--- src/rtl/uart_msg_arbiter.sv ---
// uart_msg_arbiter: round-robin arbiter sharing one uart_tx between NREQ message sources
// Latches the winner's message and feeds its bytes MSB first through the tstart/tready handshake.
module uart_msg_arbiter #(
  parameter int NREQ   = 2,
  parameter int NBYTES = 4,
  parameter int LENW   = 3
) (
  input  logic                       clk,
  input  logic                       rst,
  input  logic [NREQ-1:0]            req,
  input  logic [NREQ*NBYTES*8-1:0]   msg,
  input  logic [NREQ*LENW-1:0]       len,
  output logic [NREQ-1:0]            grant,
  output logic [2:0]                 grant_id,
  output logic                       busy,
  output logic                       done,
  output logic                       tstart,
  output logic [7:0]                 tbus,
  input  logic                       tready
);
  typedef enum logic [2:0] {IDLE, SEND, WAIT_BUSY, WAIT_DONE, FIN} state_t;
  state_t              r_state;
  logic [2:0]          r_ptr;
  logic [NBYTES*8-1:0] r_msg;
  logic [LENW-1:0]     r_rem;
  logic [2*NREQ-1:0]   w_dbl;
  logic [NREQ-1:0]     w_rot;
  logic [3:0]          w_sum;
  logic [2:0]          w_win;
  logic                w_any;
  logic [LENW-1:0]     w_raw;
  logic [LENW-1:0]     w_len;
  // w_rot bit j stands for requester (ptr+1+j) mod NREQ, so the lowest set bit wins
  assign w_dbl = {req, req};
  assign w_rot = NREQ'(w_dbl >> (32'(r_ptr) + 1));
  always_comb begin
    w_win = '0;
    w_any = 1'b0;
    w_sum = '0;
    for (int j = NREQ - 1; j >= 0; j--) begin
      if (w_rot[j]) begin
        w_any = 1'b1;
        w_sum = 4'(32'(r_ptr) + 1 + j);
        w_win = (w_sum >= 4'(NREQ)) ? 3'(w_sum - 4'(NREQ)) : 3'(w_sum);
      end
    end
    w_raw = len[w_win*LENW +: LENW];
    w_len = (w_raw > LENW'(NBYTES)) ? LENW'(NBYTES) : w_raw;
  end
  always_ff @(posedge clk or posedge rst) begin
    if (rst) begin
      r_state  <= IDLE;
      r_ptr    <= 3'(NREQ - 1);
      r_msg    <= '0;
      r_rem    <= '0;
      grant    <= '0;
      grant_id <= '0;
      busy     <= 1'b0;
      done     <= 1'b0;
      tstart   <= 1'b0;
      tbus     <= '0;
    end else begin
      grant  <= '0;
      tstart <= 1'b0;
      done   <= 1'b0;
      case (r_state)
        IDLE: begin
          busy <= w_any && tready;
          if (w_any && tready) begin
            grant    <= NREQ'(1) << w_win;
            grant_id <= w_win;
            r_ptr    <= w_win;
            r_msg    <= msg[w_win*NBYTES*8 +: NBYTES*8];
            r_rem    <= w_len;
            r_state  <= (w_len != '0) ? SEND : FIN;
          end
        end
        SEND: if (tready) begin
          tstart  <= 1'b1;
          tbus    <= r_msg[NBYTES*8-1 -: 8];
          r_msg   <= r_msg << 8;
          r_rem   <= r_rem - LENW'(1);
          r_state <= WAIT_BUSY;
        end
        WAIT_BUSY: if (!tready) r_state <= WAIT_DONE;
        WAIT_DONE: if (tready) r_state <= (r_rem != '0) ? SEND : FIN;
        FIN: begin
          done    <= 1'b1;
          r_state <= IDLE;
        end
        default: r_state <= IDLE;
      endcase
    end
  end
endmodule

--- config.mk ---
export PLATFORM = sky130hd
export DESIGN_NAME = uart_msg_arbiter
export DESIGN_NICKNAME = d
export VERILOG_FILES = /design/src/rtl/uart_msg_arbiter.sv
export SDC_FILE = /design/constraint.sdc
export NUM_CORES = 1
export LEC_CHECK = 0
export CORE_MARGIN = 2
export CORE_UTILIZATION = 30
export DETAILED_ROUTE_END_ITERATION = 8
export SLEW_MARGIN = 20
export SYNTH_ARGS = -nofsm -noshare
export SYNTH_HDL_FRONTEND = slang
export SYNTH_SLANG_ARGS = --single-unit
export TNS_END_PERCENT = 50
--- constraint.sdc ---
create_clock -name clk -period 5.25 [get_ports clk]
set_input_delay 0.525 -clock clk [delete_from_list [all_inputs] [get_ports clk]]
set_output_delay 0.525 -clock clk [all_outputs]
set_load 0.01 [all_outputs]
# --- After elaboration in Yosys (flattened, before gate mapping) ---
# Cells that the tools add are included.
classes:
  bitwise_logic: 0
  reduce_logical: 9
  div: 0
  n_addsub: 5
  n_eq_ne: 8
  n_mux: 25
  mul: 1
  shift: 4
  n_lt_le_gt_ge: 3
op_table:
  columns: ["op", "n"]
  rows:
  - ["$mux W32", 2]
  - ["$pmux W32 S2", 1]
  - ["$shiftx A64 B9 Y32", 1]
  - ["$mux W3", 13]
  - ["$pmux W3 S4", 1]
  - ["$ge A4 B2 Y1 const B", 2]
  - ["$ne A2 B2 Y1 const B", 4]
  - ["$eq A3 B2 Y1 const B", 2]
  - ["$pmux W3 S2", 1]
  - ["$reduce_bool A3 Y1", 2]
  - ["$shiftx A6 B6 Y3", 1]
  - ["$sub A3 B2 Y3 const B", 2]
  - ["$mul A3 B2 Y5 const B", 1]
  - ["$mux W1", 5]
  - ["$add A3 B1 Y4 const B", 1]
  - ["$add A4 B1 Y4 const B", 1]
  - ["$mux W2", 2]
  - ["$reduce_and A2 Y1", 2]
  - ["$reduce_and A4 Y1", 1]
  - ["$shr A4 B4 Y2", 1]
  - ["$eq A3 B1 Y1 const B", 1]
  - ["$eq A3 B3 Y1 const B", 1]
  - ["$gt A3 B3 Y1 const B", 1]
  - ["$logic_not A3 Y1", 1]
  - ["5 further kinds", 5]
totals:
  mem_count: 0
  word_cells: 65
  mem_bits_ro: 0
  latch_bits: 0
  reg_bits: 57
  mem_bits_rw: 0
  out_inout_bits: 16

# --- Longest topological paths before layout ---
depth:
  depth_word: 14
  mapped_depth: 10
  depth_no_buf: 9

# --- Worst setup path before layout ---
# OpenSTA, ideal clock, no wires.
synth_timing:
  kind: "register -> register"
  from: "register r_ptr[0]"
  to: "register r_state[2]"
  slack_ns: 2.734
  path_stages_with_launch: 9
  setup_ns: 0.126
  period_less_slack_ns: 2.516
  t_arrival_ns: 2.391
  path_buffers: 0
  cell_sequence: "dfstp_2 -> inv_1 -> ha_1 -> or2b_2 -> and2_1 -> mux2_4 -> a31oi_4 -> nand2_1 -> o311a_1"
synth_via:
  elab_chain_len: 14
synth_rtl:
  columns: ["element", "line_no", "rtl"]
  rows:
  - ["start: declaration", "23", "logic [2:0] r_ptr;"]
  - ["start signal: assignment", "53", "r_ptr <= 3'(NREQ - 1);"]
  - ["start signal: assignment", "72", "r_ptr <= w_win;"]
  - ["$add A3 B1 Y4 *", "35, 43", null]
  - ["$add A4 B1 Y4", "43", "w_sum = 4'(32'(r_ptr) + 1 + j);"]
  - ["$ge A4 B2 Y1 / $sub A3 B2 Y3 (equally long branches)", "44", "w_win = (w_sum >= 4'(NREQ)) ? 3'(w_sum - 4'(NREQ)) : 3'(w_sum);"]
  - ["$mux W3", "44", null]
  - ["$mux W3 (2 in a row)", "41", "if (w_rot[j]) begin"]
  - ["$mul A3 B2 Y5", "47", "w_raw = len[w_win*LENW +: LENW];"]
  - ["$shiftx A6 B6 Y3", "47", null]
  - ["$gt A3 B3 Y1", "48", "w_len = (w_raw > LENW'(NBYTES)) ? LENW'(NBYTES) : w_raw;"]
  - ["$mux W3", "48", null]
  - ["$reduce_bool A3 Y1", "75", "r_state <= (w_len != '0) ? SEND : FIN;"]
  - ["$mux W3", "75", null]
  - ["$mux W3", "69", "if (w_any && tready) begin"]
  - ["$pmux W3 S4", "66", "case (r_state)"]
  - ["end signal: assignment", "75", null]
  - ["end signal: assignment", "86", "WAIT_DONE: if (tready) r_state <= (r_rem != '0) ? SEND : FIN;"]
  - ["end: declaration", "22", "state_t r_state;"]
# Mark *: on every way between the ends. The rest lies on a longest branch, timed or not. The select of a mux whose other input is x is not followed.
# A chain may end at the register's enable or synchronous reset.

# --- Final worst setup path ---
layout_timing:
  from: "input port tready"
  to: "register r_msg[26]"
layout_via:
  elab_chain_len: 3
layout_rtl:
  columns: ["element", "line_no", "rtl"]
  rows:
  - ["start: declaration", "19", "input logic tready"]
  - ["$logic_and A1 B1 Y1", "69", null]
  - ["$ne A2 B2 Y1 (no line)", null, null]
  - ["$reduce_and A3 Y1 (no line) *", null, null]
  - ["end signal: assignment", "73", "r_msg <= msg[w_win*NBYTES*8 +: NBYTES*8];"]
  - ["end signal: assignment", "81", "r_msg <= r_msg << 8;"]
  - ["end: declaration", "24", "logic [NBYTES*8-1:0] r_msg;"]
# Mark *: on every way between the ends. The rest lies on a longest branch, timed or not.

==> run metrics <==
clk root buf clkbuf_8; Final ANT Viol Nets 0; Clock Pin Slew Worst Setup and Hold Paths 0.10 ns; Mapped Avg Cell Area 10.2 um^2; Cell Pwr Density 254 mW/mm^2; Hold Path Class reg -> reg; FF-to-FF End r_msg[25]; Seq/Total Area, Yosys a little over two fifths; Max Root-Sink Buffers 2; grt ovf 0; Synth async-reset ratio 100%; setup TNS 0 ns; Post-synth top cells 54 x dfrtp_1, 34 x mux2i_1, 24 x a22oi_1, 22 x nand2_1, 17 x a22o_1; met3 usage between 2 and 3%; CTS tree built; area taken by multi-input logic gates 0.00174 mm^2; peak supply drop 0.132 mV; Port-buffer cells 90; Setup Crit Path Kind in -> reg; Iteration-0 DRC Markers 99; synth warn 0; Post-CTS Setup Inserts 0; Setup-failing EPs final 0; Synth area leaders dfrtp_1 41%, mux2i_1 10%, a22oi_1 5.5%; worst hold start r_msg[1]; post-synth cell types 52; flop2flop setup slack 2.14 ns; r2r worst-path depth 8; full die area approximately 0.012 mm^2; GR Layer Usage met2 21.2%; initial antenna violation count 0; H-tree depth 2; # clock sinks 55; Worst Skew ~0.0038 ns; max cap viols 0; number of global-route vias before repair 2527; P&R area growth vs syn 33.7%; Fillers 1099; hold-fix buffers at CTS 0; drt first pass iters 4; number of placement rows 38; Max Fanout on Critical Path 26; Design Area, Final about 0.0044 mm^2; Setup WS post-layout 1.99 ns; hold depth 2; Initial Util 30.6%; Crit Reg-Reg Startpoint r_ptr[0]; hold endpoint r_msg[1]; Synth Register Bits 55; placed inst area 0.00426 mm^2; core area approximately 0.011 mm^2; outcome completed; Post-synth EDFFs 0; Total Routing Usage GR 12.9%; CP endpoint kind flip-flop; Final Hold Vio Count 0; drt via density 5.00; clk_lat worst skew roughly 0.3 ns; Mapped Area 0.00329 mm^2; number of diodes 0; instance count of the mapped netlist roughly 320; Routability Congestion 0.762; Routed Wire Length 7610 um; PnR Total Power 1.12 mW; Max-slew headroom 40.7%; crit share post-route slightly above 60%; Yosys top cell by area dfrtp_1; busiest metal layer after global routing met2; unrepaired setup endpoints after global routing no; main flop type after synthesis dfrtp_1; CP arrival 3.45 ns; utilization after layout 40.9%; Die X 109 um; CP startpoint kind input pin; GRT met1 Usage 17.3%; fin crit period roughly 3.3 ns; leakage power roughly 2.1 nW; Resize count post-CTS 0; IO Pins 91; max-slew violation count 0; DRC viols 0; Slew @ Worst Pin about 0.89 ns; nets@finish 482; Synth top area share 41.1%; first-pass GRT wire length 12200 um; total number of vias 2707; Syn Nets between 400 and 500; share of post-route cells with drive strength above 1 12.0%; pre-CTS setup slack 1.69 ns; die span in y roughly 110 um; DR WL/cell 14.1 um; Post-DP HPWL 5580 um; most frequent cell after synthesis dfrtp_1; largest net degree at the start of global routing 56; TritonCTS buffer count 5; sequential cell area 0.00138 mm^2; Critical Path RT ~5.4 ns; fmax 306 MHz
==> flip-flops by register name, summed over array words and instances, names as in the netlist <==
name,cells
tstart,1
r_msg,32
r_rem,3
grant_id,3
tbus,8
busy,1
r_ptr,1
r_state,3
done,1
grant,2
==> cell families after synthesis <==
kind of cell | count (synthesis) | synth area share (%)
mux | 43 | 13.5
flops | 55 | 41.9
fa+ha+maj | 7 | 2.66
simple gates | 68 | 11.2
xor+xnor | 3 | 0.799
buf+inv | 36 | 5.67
compound gates | 110 | 24.2
==> worst max path at each step <==
stage	from	end	slack (ns)
after floorplan	r_ptr[0]	r_state[2]	2.73
after global routing	tready	r_msg[26]	1.69
after CTS	tready	r_msg[26]	2.03
after detailed placement	tready	r_msg[26]	1.69
final	tready	r_msg[26]	1.99
after global placement	tready	r_rem[0]	1.77
==> final cells by class <==
type,count,share of cell area [%]
tap,140,3.98
sequential,55,31.3
multi-input combinational,231,39.5
clock inverter,2,1.37
clock buffer,6,1.65
inverter,14,1.19
timing repair buffer,93,21.0
==> per-layer routing <==
metal	share of wire [%]	vias up
met3	5.5	5
met2	46	66
li1	-	1363
met5	0	-
met4	0.70	0
met1	47	1273
==> worst max-delay path: stages <==
cell	delay [ns]
clkdlybuf4s50_1	0.77
clkinv_1	0.72
o21ai_0	0.35
nand2_1	0.56
a22oi_1	0.43
o21ai_2	0.08
==> placed cells by master, fill, tap and decap left out, drive strengths merged, types with 3 or more instances in the layout <==
cell and count:
and3 5, buf 3, o221ai 4, a22o 17
a22oi 24, a21oi 8, mux2 9, clkbuf 6
mux2i 34, dfrtp 54, nor3 7, nor3b 4
nand2 22, o22ai 3, inv 12, a31oi 4
nand3 8, clkdlybuf4s50 90, o21ai 42, ha 7
nor2 10
==> where the power goes <==
part | internal [mW] | switching, mW
Combinational | 0.125 | 0.193
Sequential | 0.446 | 0.0243
Clock | 0.191 | 0.137
==> per-stage QoR <==
stage | hold WS, ns | instances
floorplan | 0.453 | 322
finish | 0.492 | 541
global route | 0.527 | 541
detailed placement | 0.478 | 533
global placement | 0.468 | 533
CTS | 0.500 | 541
Power figures use the tool's default switching activity.
